## src/rtl/i2c_req_arbiter.sv

```systemverilog
// i2c_req_arbiter: round-robin sequencer sharing one i2c_master between
// up to four requesters. Single-byte read/write commands come in over a
// valid/ready handshake, and each result returns as a one-cycle response pulse.
// Optional feature: define I2C_ARB_RETRY_EN to re-issue NACKed commands
// up to MAX_RETRY times before reporting the error.
module i2c_req_arbiter #(
    parameter int unsigned NUM_REQ   = 2,
    parameter int unsigned BUSY_WAIT = 16,
    parameter int unsigned MAX_RETRY = 2
) (
    input  logic                   clk_i,
    input  logic                   rst_i,
    input  logic [NUM_REQ-1:0]     req_valid_i,
    output logic [NUM_REQ-1:0]     req_ready_o,
    input  logic [7*NUM_REQ-1:0]   req_addr_i,
    input  logic [8*NUM_REQ-1:0]   req_data_i,
    input  logic [NUM_REQ-1:0]     req_rw_i,
    output logic [NUM_REQ-1:0]     rsp_valid_o,
    output logic [7:0]             rsp_data_o,
    output logic                   rsp_err_o,
    output logic [1:0]             grant_id_o,
    output logic                   arb_busy_o,
    output logic                   m_start_o,
    output logic [6:0]             m_addr_o,
    output logic [7:0]             m_data_in_o,
    output logic                   m_rw_o,
    input  logic [7:0]             m_data_out_i,
    input  logic                   m_ack_error_i,
    input  logic                   m_busy_i
);

    // Reject illegal configurations at elaboration
    if (NUM_REQ < 2 || NUM_REQ > 4 || BUSY_WAIT < 2 || BUSY_WAIT > 255 || MAX_RETRY > 255) begin : g_bad_cfg
        $error("i2c_req_arbiter: parameter out of range");
    end

    typedef enum logic [2:0] {
        S_IDLE,
        S_GRANT,
        S_ISSUE,
        S_WAIT_DONE,
        S_RESPOND
`ifdef I2C_ARB_RETRY_EN
        , S_RETRY
`endif
    } state_e;

    state_e      state_q, state_d;
    logic [7:0]  wait_q;
    logic [1:0]  grant_q;
    logic [1:0]  last_q;
    logic [6:0]  m_addr_q;
    logic [7:0]  m_data_q;
    logic        m_rw_q;
    logic [7:0]  rsp_data_q;
    logic        rsp_err_q;
`ifdef I2C_ARB_RETRY_EN
    logic [7:0]  retry_q;
`endif

    logic        win_found;
    logic [1:0]  win_id;
    logic        hi_found;
    logic [1:0]  hi_id;
    logic [6:0]  win_addr;
    logic [7:0]  win_data;
    logic        win_rw;

    // Round-robin winner: first valid above last_q, else lowest valid index
    always_comb begin
        win_found = 1'b0;
        win_id    = '0;
        hi_found  = 1'b0;
        hi_id     = '0;
        for (int unsigned i = 0; i < NUM_REQ; i++) begin
            if (req_valid_i[i]) begin
                if (!win_found) begin
                    win_found = 1'b1;
                    win_id    = 2'(i);
                end
                if (!hi_found && i > 32'(last_q)) begin
                    hi_found = 1'b1;
                    hi_id    = 2'(i);
                end
            end
        end
        if (hi_found) begin
            win_id = hi_id;
        end
        win_addr = '0;
        win_data = '0;
        win_rw   = 1'b0;
        for (int unsigned i = 0; i < NUM_REQ; i++) begin
            if (2'(i) == win_id) begin
                win_addr = req_addr_i[7*i +: 7];
                win_data = req_data_i[8*i +: 8];
                win_rw   = req_rw_i[i];
            end
        end
    end

    // State register
    always_ff @(posedge clk_i) begin
        if (rst_i) begin
            state_q <= S_IDLE;
        end else begin
            state_q <= state_d;
        end
    end

    // Next-state logic
    always_comb begin
        state_d = state_q;
        case (state_q)
            S_IDLE:      if (|req_valid_i) state_d = S_GRANT;
            // A requester may withdraw between IDLE and GRANT; with nothing
            // left to grant, fall back to IDLE instead of issuing a ghost command.
            S_GRANT:     state_d = win_found ? S_ISSUE : S_IDLE;
            S_ISSUE: begin
                if (m_busy_i) begin
                    state_d = S_WAIT_DONE;
                end else if (wait_q == 8'(BUSY_WAIT - 1)) begin
                    state_d = S_RESPOND;
                end
            end
            S_WAIT_DONE: begin
                if (!m_busy_i) begin
`ifdef I2C_ARB_RETRY_EN
                    if (m_ack_error_i && retry_q < 8'(MAX_RETRY)) begin
                        state_d = S_RETRY;
                    end else begin
                        state_d = S_RESPOND;
                    end
`else
                    state_d = S_RESPOND;
`endif
                end
            end
`ifdef I2C_ARB_RETRY_EN
            S_RETRY:     state_d = S_ISSUE;
`endif
            S_RESPOND:   state_d = S_IDLE;
            default:     state_d = S_IDLE;
        endcase
    end

    // Output decode from current state
    always_comb begin
        req_ready_o = '0;
        rsp_valid_o = '0;
        for (int unsigned i = 0; i < NUM_REQ; i++) begin
            if (state_q == S_GRANT && win_found && 2'(i) == win_id) begin
                req_ready_o[i] = 1'b1;
            end
            if (state_q == S_RESPOND && 2'(i) == grant_q) begin
                rsp_valid_o[i] = 1'b1;
            end
        end
        m_start_o   = (state_q == S_ISSUE);
        arb_busy_o  = (state_q != S_IDLE);
        rsp_data_o  = (state_q == S_RESPOND) ? rsp_data_q : '0;
        rsp_err_o   = (state_q == S_RESPOND) ? rsp_err_q : 1'b0;
        grant_id_o  = grant_q;
        m_addr_o    = m_addr_q;
        m_data_in_o = m_data_q;
        m_rw_o      = m_rw_q;
    end

    // Command capture, wait/retry counters and result sampling
    always_ff @(posedge clk_i) begin
        if (rst_i) begin
            wait_q     <= '0;
            grant_q    <= 2'(NUM_REQ - 1);
            last_q     <= 2'(NUM_REQ - 1);
            m_addr_q   <= '0;
            m_data_q   <= '0;
            m_rw_q     <= 1'b0;
            rsp_data_q <= '0;
            rsp_err_q  <= 1'b0;
`ifdef I2C_ARB_RETRY_EN
            retry_q    <= '0;
`endif
        end else begin
            case (state_q)
                S_GRANT: begin
                    if (win_found) begin
                        grant_q  <= win_id;
                        m_addr_q <= win_addr;
                        m_data_q <= win_data;
                        m_rw_q   <= win_rw;
                    end
                    wait_q <= '0;
`ifdef I2C_ARB_RETRY_EN
                    retry_q <= '0;
`endif
                end
                S_ISSUE: begin
                    wait_q <= wait_q + 8'd1;
                    if (!m_busy_i && wait_q == 8'(BUSY_WAIT - 1)) begin
                        rsp_data_q <= '0;
                        rsp_err_q  <= 1'b1;
                    end
                end
                S_WAIT_DONE: begin
                    if (!m_busy_i) begin
                        rsp_err_q  <= m_ack_error_i;
                        rsp_data_q <= (m_rw_q && !m_ack_error_i) ? m_data_out_i : '0;
                    end
                end
`ifdef I2C_ARB_RETRY_EN
                S_RETRY: begin
                    retry_q <= retry_q + 8'd1;
                    wait_q  <= '0;
                end
`endif
                S_RESPOND: begin
                    last_q <= grant_q;
                end
                default: ;
            endcase
        end
    end

endmodule
```

## config.mk

```make
export PLATFORM = sky130hd
export DESIGN_NAME = i2c_req_arbiter
export DESIGN_NICKNAME = d
export VERILOG_FILES = /design/src/rtl/i2c_req_arbiter.sv
export SDC_FILE = /design/constraint.sdc
export NUM_CORES = 1
export LEC_CHECK = 0
export ABC_AREA = 0
export BUFFER_PORTS_ARGS = -buffer_cell sky130_fd_sc_hd__buf_2
export CELL_PAD_IN_SITES_DETAIL_PLACEMENT = 0
export CELL_PAD_IN_SITES_GLOBAL_PLACEMENT = 2
export CORE_MARGIN = 10
export CORE_UTILIZATION = 27
export DETAILED_ROUTE_END_ITERATION = 10
export PLACE_DENSITY_LB_ADDON = 0.1
export SYNTH_ARGS = -nofsm -noshare
export SYNTH_HDL_FRONTEND = slang
export SYNTH_SLANG_ARGS = --single-unit
```

## constraint.sdc

```tcl
create_clock -name clk_i -period 2.4 [get_ports clk_i]
set_clock_uncertainty 0.15 [all_clocks]
set_input_delay 0.24 -clock clk_i [delete_from_list [all_inputs] [get_ports clk_i]]
set_output_delay 0.24 -clock clk_i [all_outputs]
set_load 0.005 [all_outputs]
```

# [Word level (Yosys, flattened, before mapping)]
# Cells that the tools add are included.
[word_totals] regBits=40 latchBits=0 mem_bits_rw=0 mem_bits_ro=0 inputBits=46 out_inout_bits=33 word_cells=76 n_memories=0
[op_classes] n_addsub=1 mul=0 div_mod_pow=0 magnitude_cmp=1 eq_ne=11 shifts=0 muxes=35 n_bitwise=0 reduce_logical=19
[ops] operator="$mux 8" count=6
[ops] operator="$pmux 8 s2" count=2
[ops] operator="$mux 1" count=17
[ops] operator="$mux 7" count=2
[ops] operator="$mux 3" count=4
[ops] operator="$pmux 3 s4" count=1
[ops] operator="$add 8x1->8 const B" count=1
[ops] operator="$eq 8x4->1 const B" count=1
[ops] operator="$logic_and 1x1->1" count=7
[ops] operator="$eq 3x2->1 const B" count=2
[ops] operator="$reduce_and 3->1" count=2
[ops] operator="$eq 1x2->1 const A" count=2
[ops] operator="$logic_not 2->1" count=2
[ops] operator="$mux 2" count=2
[ops] operator="$ne 2x2->1 const B" count=2
[ops] operator="$reduce_bool 2->1" count=2
[ops] operator="$eq 3x1->1 const B" count=1
[ops] operator="$eq 3x3->1 const B" count=1
[ops] operator="$logic_not 3->1" count=1
[ops] operator="$ne 3x1->1 const B" count=1
[ops] operator="$reduce_bool 3->1" count=1
[ops] operator="$gt 1x2->1 const A" count=1
[ops] operator="$logic_not 1->1" count=2
[ops] operator="$ne 2x1->1 const B" count=1
[ops] operator="other kinds (3)" count=3

# [Depth between registers and ports, before layout]
[depth] ltp_word=7 depth_mapped=6 depth_no_buf=4

# [Worst setup path before layout]
# Ideal clock, no wire load.
[synth_path] kind="flip-flop to flip-flop" start="register state_q[2]" end="register wait_q[6]" setup_time_ps=74 arrival_ps=1557 t_required_ps=2176 path_slack_ps=618 path_stages_with_launch=6 path_buffers=2 period_less_slack_ps=1782 path_cell_list="dfxtp_1 -> buf_6 -> or3b_4 -> buf_6 -> or4_1 -> a31oi_1"
[synth_between] elab_chain_len=2 word_cells_on_any_way=4 classes_between="eq/ne: 2; mux: 1; reduce/logical: 1"
[synth_rtl] item="start: declaration" line_no="48" text="state_e state_q, state_d;"
[synth_rtl] item="start signal: assignment" line_no="107" text="state_q <= state_d;"
[synth_rtl] item="$eq 3x2->1 or $eq 3x1->1 (tied branches)" line_no="184" text="case (state_q)"
[synth_rtl] item="$pmux 8 s2 or $reduce_bool 2->1 (tied branches)"
[synth_rtl] item="end signal: assignment" line_no="198" text="wait_q <= wait_q + 8'd1;"
[synth_rtl] item="end: declaration" line_no="49" text="logic [7:0] wait_q;"
# Several ways; a longest one is shown, not always the timed one.
# A chain may end at the register's enable or synchronous reset.

# [Final worst setup path]
[layout_path] start="register state_q[0]" end="output req_ready_o[1]"
[layout_between] elab_chain_len=4
[layout_rtl] item="$eq 3x1->1" line_no="152" text="if (state_q == S_GRANT && win_found && 2'(i) == win_id) begin"
[layout_rtl] item="$logic_and 1x1->1 (2 in series)" line_no="152"
[layout_rtl] item="$mux 1" line_no="152"
[layout_rtl] item="end: declaration" line_no="14" text="output logic [NUM_REQ-1:0] req_ready_o,"
# No other way between the ends.

==> key figures <==
Outcome
  • Status: finished clean

Power and ir drop
  • Power Density: 558.7 nW/um^2
  • Clk network pwr share: 31.9%
  • Peak supply drop: 0.0002103 V
  • Leak Pwr: 0.001075 uW
  • Sw Pwr: 384.0 uW
  • Comb power frac: 17.8%
  • Cell Int Power: 1001 uW
  • Sequential Power Share: 50.3%
  • Switching portion of total power: 27.73%

CTS
  • CTS tree: yes
  • Clock slew at reported path FFs: 0.07 ns
  • Worst skew pair latency: 0.28 ns
  • Longest Clk Path Bufs: 2
  • CTS buffer count: 5
  • Setup bufs post-CTS: 0
  • CTS root buf: clkbuf_8
  • CTS sink count: 38
  • # H-tree levels: 2

Drt
  • Vias per cell: 4.925
  • Initial drt markers: 99
  • Detail Route Antenna Nets: 0
  • DRC: 0
  • WL per Instance: 16.13 microns
  • Routed WL: 6.274 mm
  • DR vias: 1916
  • Pre-antenna DRT Iters: 4

Floorplan
  • Rows: 30
  • Die footprint: 10940 sq um
  • Initial Utilization: 28.14%
  • Die height: 104.6 microns
  • Die width: 104.6 microns
  • Core ar.: 6869 sq um
  • # IOs: 79

Yosys
  • Unique masters post-synth: 43
  • Register area share after synthesis: 39.35%
  • Synth top area share: 39.35%
  • Synth Instances: 224
  • Async SR Flop Fraction: 0%
  • Synth top area cells: dfxtp_1 (39%), a221o_1 (8.3%), nand2b_1 (6.5%)
  • Post-Syn Nets: 271
  • EDFF count, synth: 0
  • Syn Area/Cell: 8.630 sq um
  • Cell type with the largest total area after synthesis: dfxtp_1
  • Dominant synthesized flop cell: dfxtp_1
  • Post-Syn Area: 1933 sq um
  • Synth Register Bits: 38
  • Synth warn: 0

Final layout
  • Syn-to-layout area delta: 28.22%
  • Share of cells above drive strength 1: 33.79%
  • Fin area: 2479 sq um
  • Layout Nets: 341
  • Commonest non-fill, non-tap cells in the layout: buf_2 (77), dfxtp_1 (38), a21oi_1 (21)
  • Most common cell after layout, fill and taps aside: buf_2
  • Diodes inserted: 0

Hold path
  • Hold path cells: 2
  • Hold crit path type: in2reg
  • Worst Hold End: m_addr_o[6]$_SDFFE_PP0P_
  • Hold wc startpoint: req_addr_i[13]

Setup path
  • Worst EP arrival: 1.75 ns
  • Worst path slowest cell: dfxtp_1
  • CP Cell Sequence: nor3b_4 > buf_4 > and2_1 > buf_2
  • R2r setup slk: 0.47 ns
  • CP max stage delay: 0.51 ns
  • Critical path endpoint category: output port
  • Crit path max-delay family: simple AND/OR/NAND/NOR gates
  • Critical Path Start Type: flop
  • WP data required: 2.01 ns
  • RR Endpoint: wait_q[6]$_SDFFE_PP0P_
  • Reg2Reg Launch Point: state_q[1]$_SDFFE_PP0P_
  • R2R cell count: 3
  • CP max FO: 13
  • Worst path bufs/invs: 2
  • Crit Path Class: reg2out

STA
  • Post-route setup TNS: 0 ns
  • Period utilization: 89.14%
  • Setup violations, final: 0
  • Final hold vios: 0
  • Slew Limit Fails: 0
  • RSZ-0062 raised after global routing: no
  • Final worst path period need: 2.139 ns
  • Max Clk Rate: 467.4 MHz

Placement
  • Cell area after placement: 2390 sq um
  • IO buf count: 77
  • DP Wirelength: 4.748 mm
  • Routability congestion estimate: 0.7300

Global route
  • Initial antenna violation count: 0
  • Total grt overflow: 0
  • Largest net degree at the start of global routing: 21
  • Vias in the first global route: 2063
  • GR Util All Layers: 11.36%
  • Global-route wire length before repair: 10.47 mm

Job
  • Max cap viols: 0
-- routing by layer --
| layer | part of all wire (%) | GRT usage, % |
|---|---|---|
| met5 | 0 | 0 |
| met2 | 43 | 17.32 |
| met1 | 48 | 14.48 |
| met4 | 0.81 | 2.647 |
| met3 | 7.9 | 4.853 |
-- final cells by class --
class / count / area (sq um)
timing repair buffer: 85 / 445.4
sequential: 38 / 760.7
tap: 96 / 120.1
fill: 758 / 4390
inverter: 3 / 11.26
multi-input combinational: 161 / 1059
clock buffer: 6 / 82.58
-- cell usage after synthesis, types with 3 or more instances --
| cell | instances |
|---|---|
| dfxtp_1 | 38 |
| a21oi_1 | 21 |
| nand2b_1 | 20 |
| nand2_1 | 18 |
| a221o_1 | 16 |
| nand3_1 | 13 |
| and2_1 | 11 |
| clkbuf_1 | 11 |
| o211ai_1 | 10 |
| nand4_1 | 8 |
| nor2_1 | 5 |
| buf_2 | 4 |
| and3_1 | 3 |
| buf_1 | 3 |
| buf_6 | 3 |
| or4_1 | 3 |
-- per-stage QoR --
step,util [%],worst slack (ns),hold slack [ns],power [uW],cells
detailed placement,34.79,0.4536,0.3143,959.3,383
floorplan,-,0.6182,0.2280,850.3,224
CTS,35.99,0.1273,0.008869,1408,389
global route,36.08,0.06366,0.004604,1469,389
finish,36.08,0.2607,0.01973,1385,389
global placement,34.79,0.5027,0.3144,960.4,383
-- what timing repair did --
action / in CTS / in global routing
hold buffers: 0 / 0
hold endpoints to repair: 0 / 0
resized for setup: 0 / 1
setup endpoints to repair: 0 / 2
-- kinds of logic after synthesis --
group           synth area share, %
compound gates                23.37
fa+ha+maj                    0.6471
buf+inv                       6.472
flops                         39.35
mux                           1.100
other cells                  0.1940
simple gates                  28.87
-- worst max-delay path by stage --
stage	end	slack (ns)	cells past startpoint	from
6_report	req_ready_o[1]	0.26	4	state_q[0]$_SDFFE_PP0P_
3_5_place_dp	req_ready_o[1]	0.45	4	state_q[0]$_SDFFE_PP0P_
5_1_grt	req_ready_o[1]	0.06	4	state_q[0]$_SDFFE_PP0P_
4_1_cts	req_ready_o[1]	0.13	4	state_q[0]$_SDFFE_PP0P_
3_3_place_gp	req_ready_o[1]	0.50	4	state_q[0]$_SDFFE_PP0P_
2_1_floorplan	wait_q[6]$_SDFFE_PP0P_	0.62	5	state_q[2]$_SDFFE_PP0P_
-- flip-flops by register name, indices dropped and copies added, names as in the netlist --
register and count:
grant_id_o 1, last_q 1, m_addr_o 7, m_data_in_o 8, m_rw_o 1, rsp_data_q 8, rsp_err_q 1, state_q 3
wait_q 8
-- power groups by stage --
stage	Clock [uW]	Combinational [uW]	Sequential, uW
after floorplan	0	154	696
after global placement	0	251	709
after detailed placement	0	249	710
after CTS	463	250	696
after global routing	485	279	704
final	442	247	696
(Power assumes the default switching activity.)
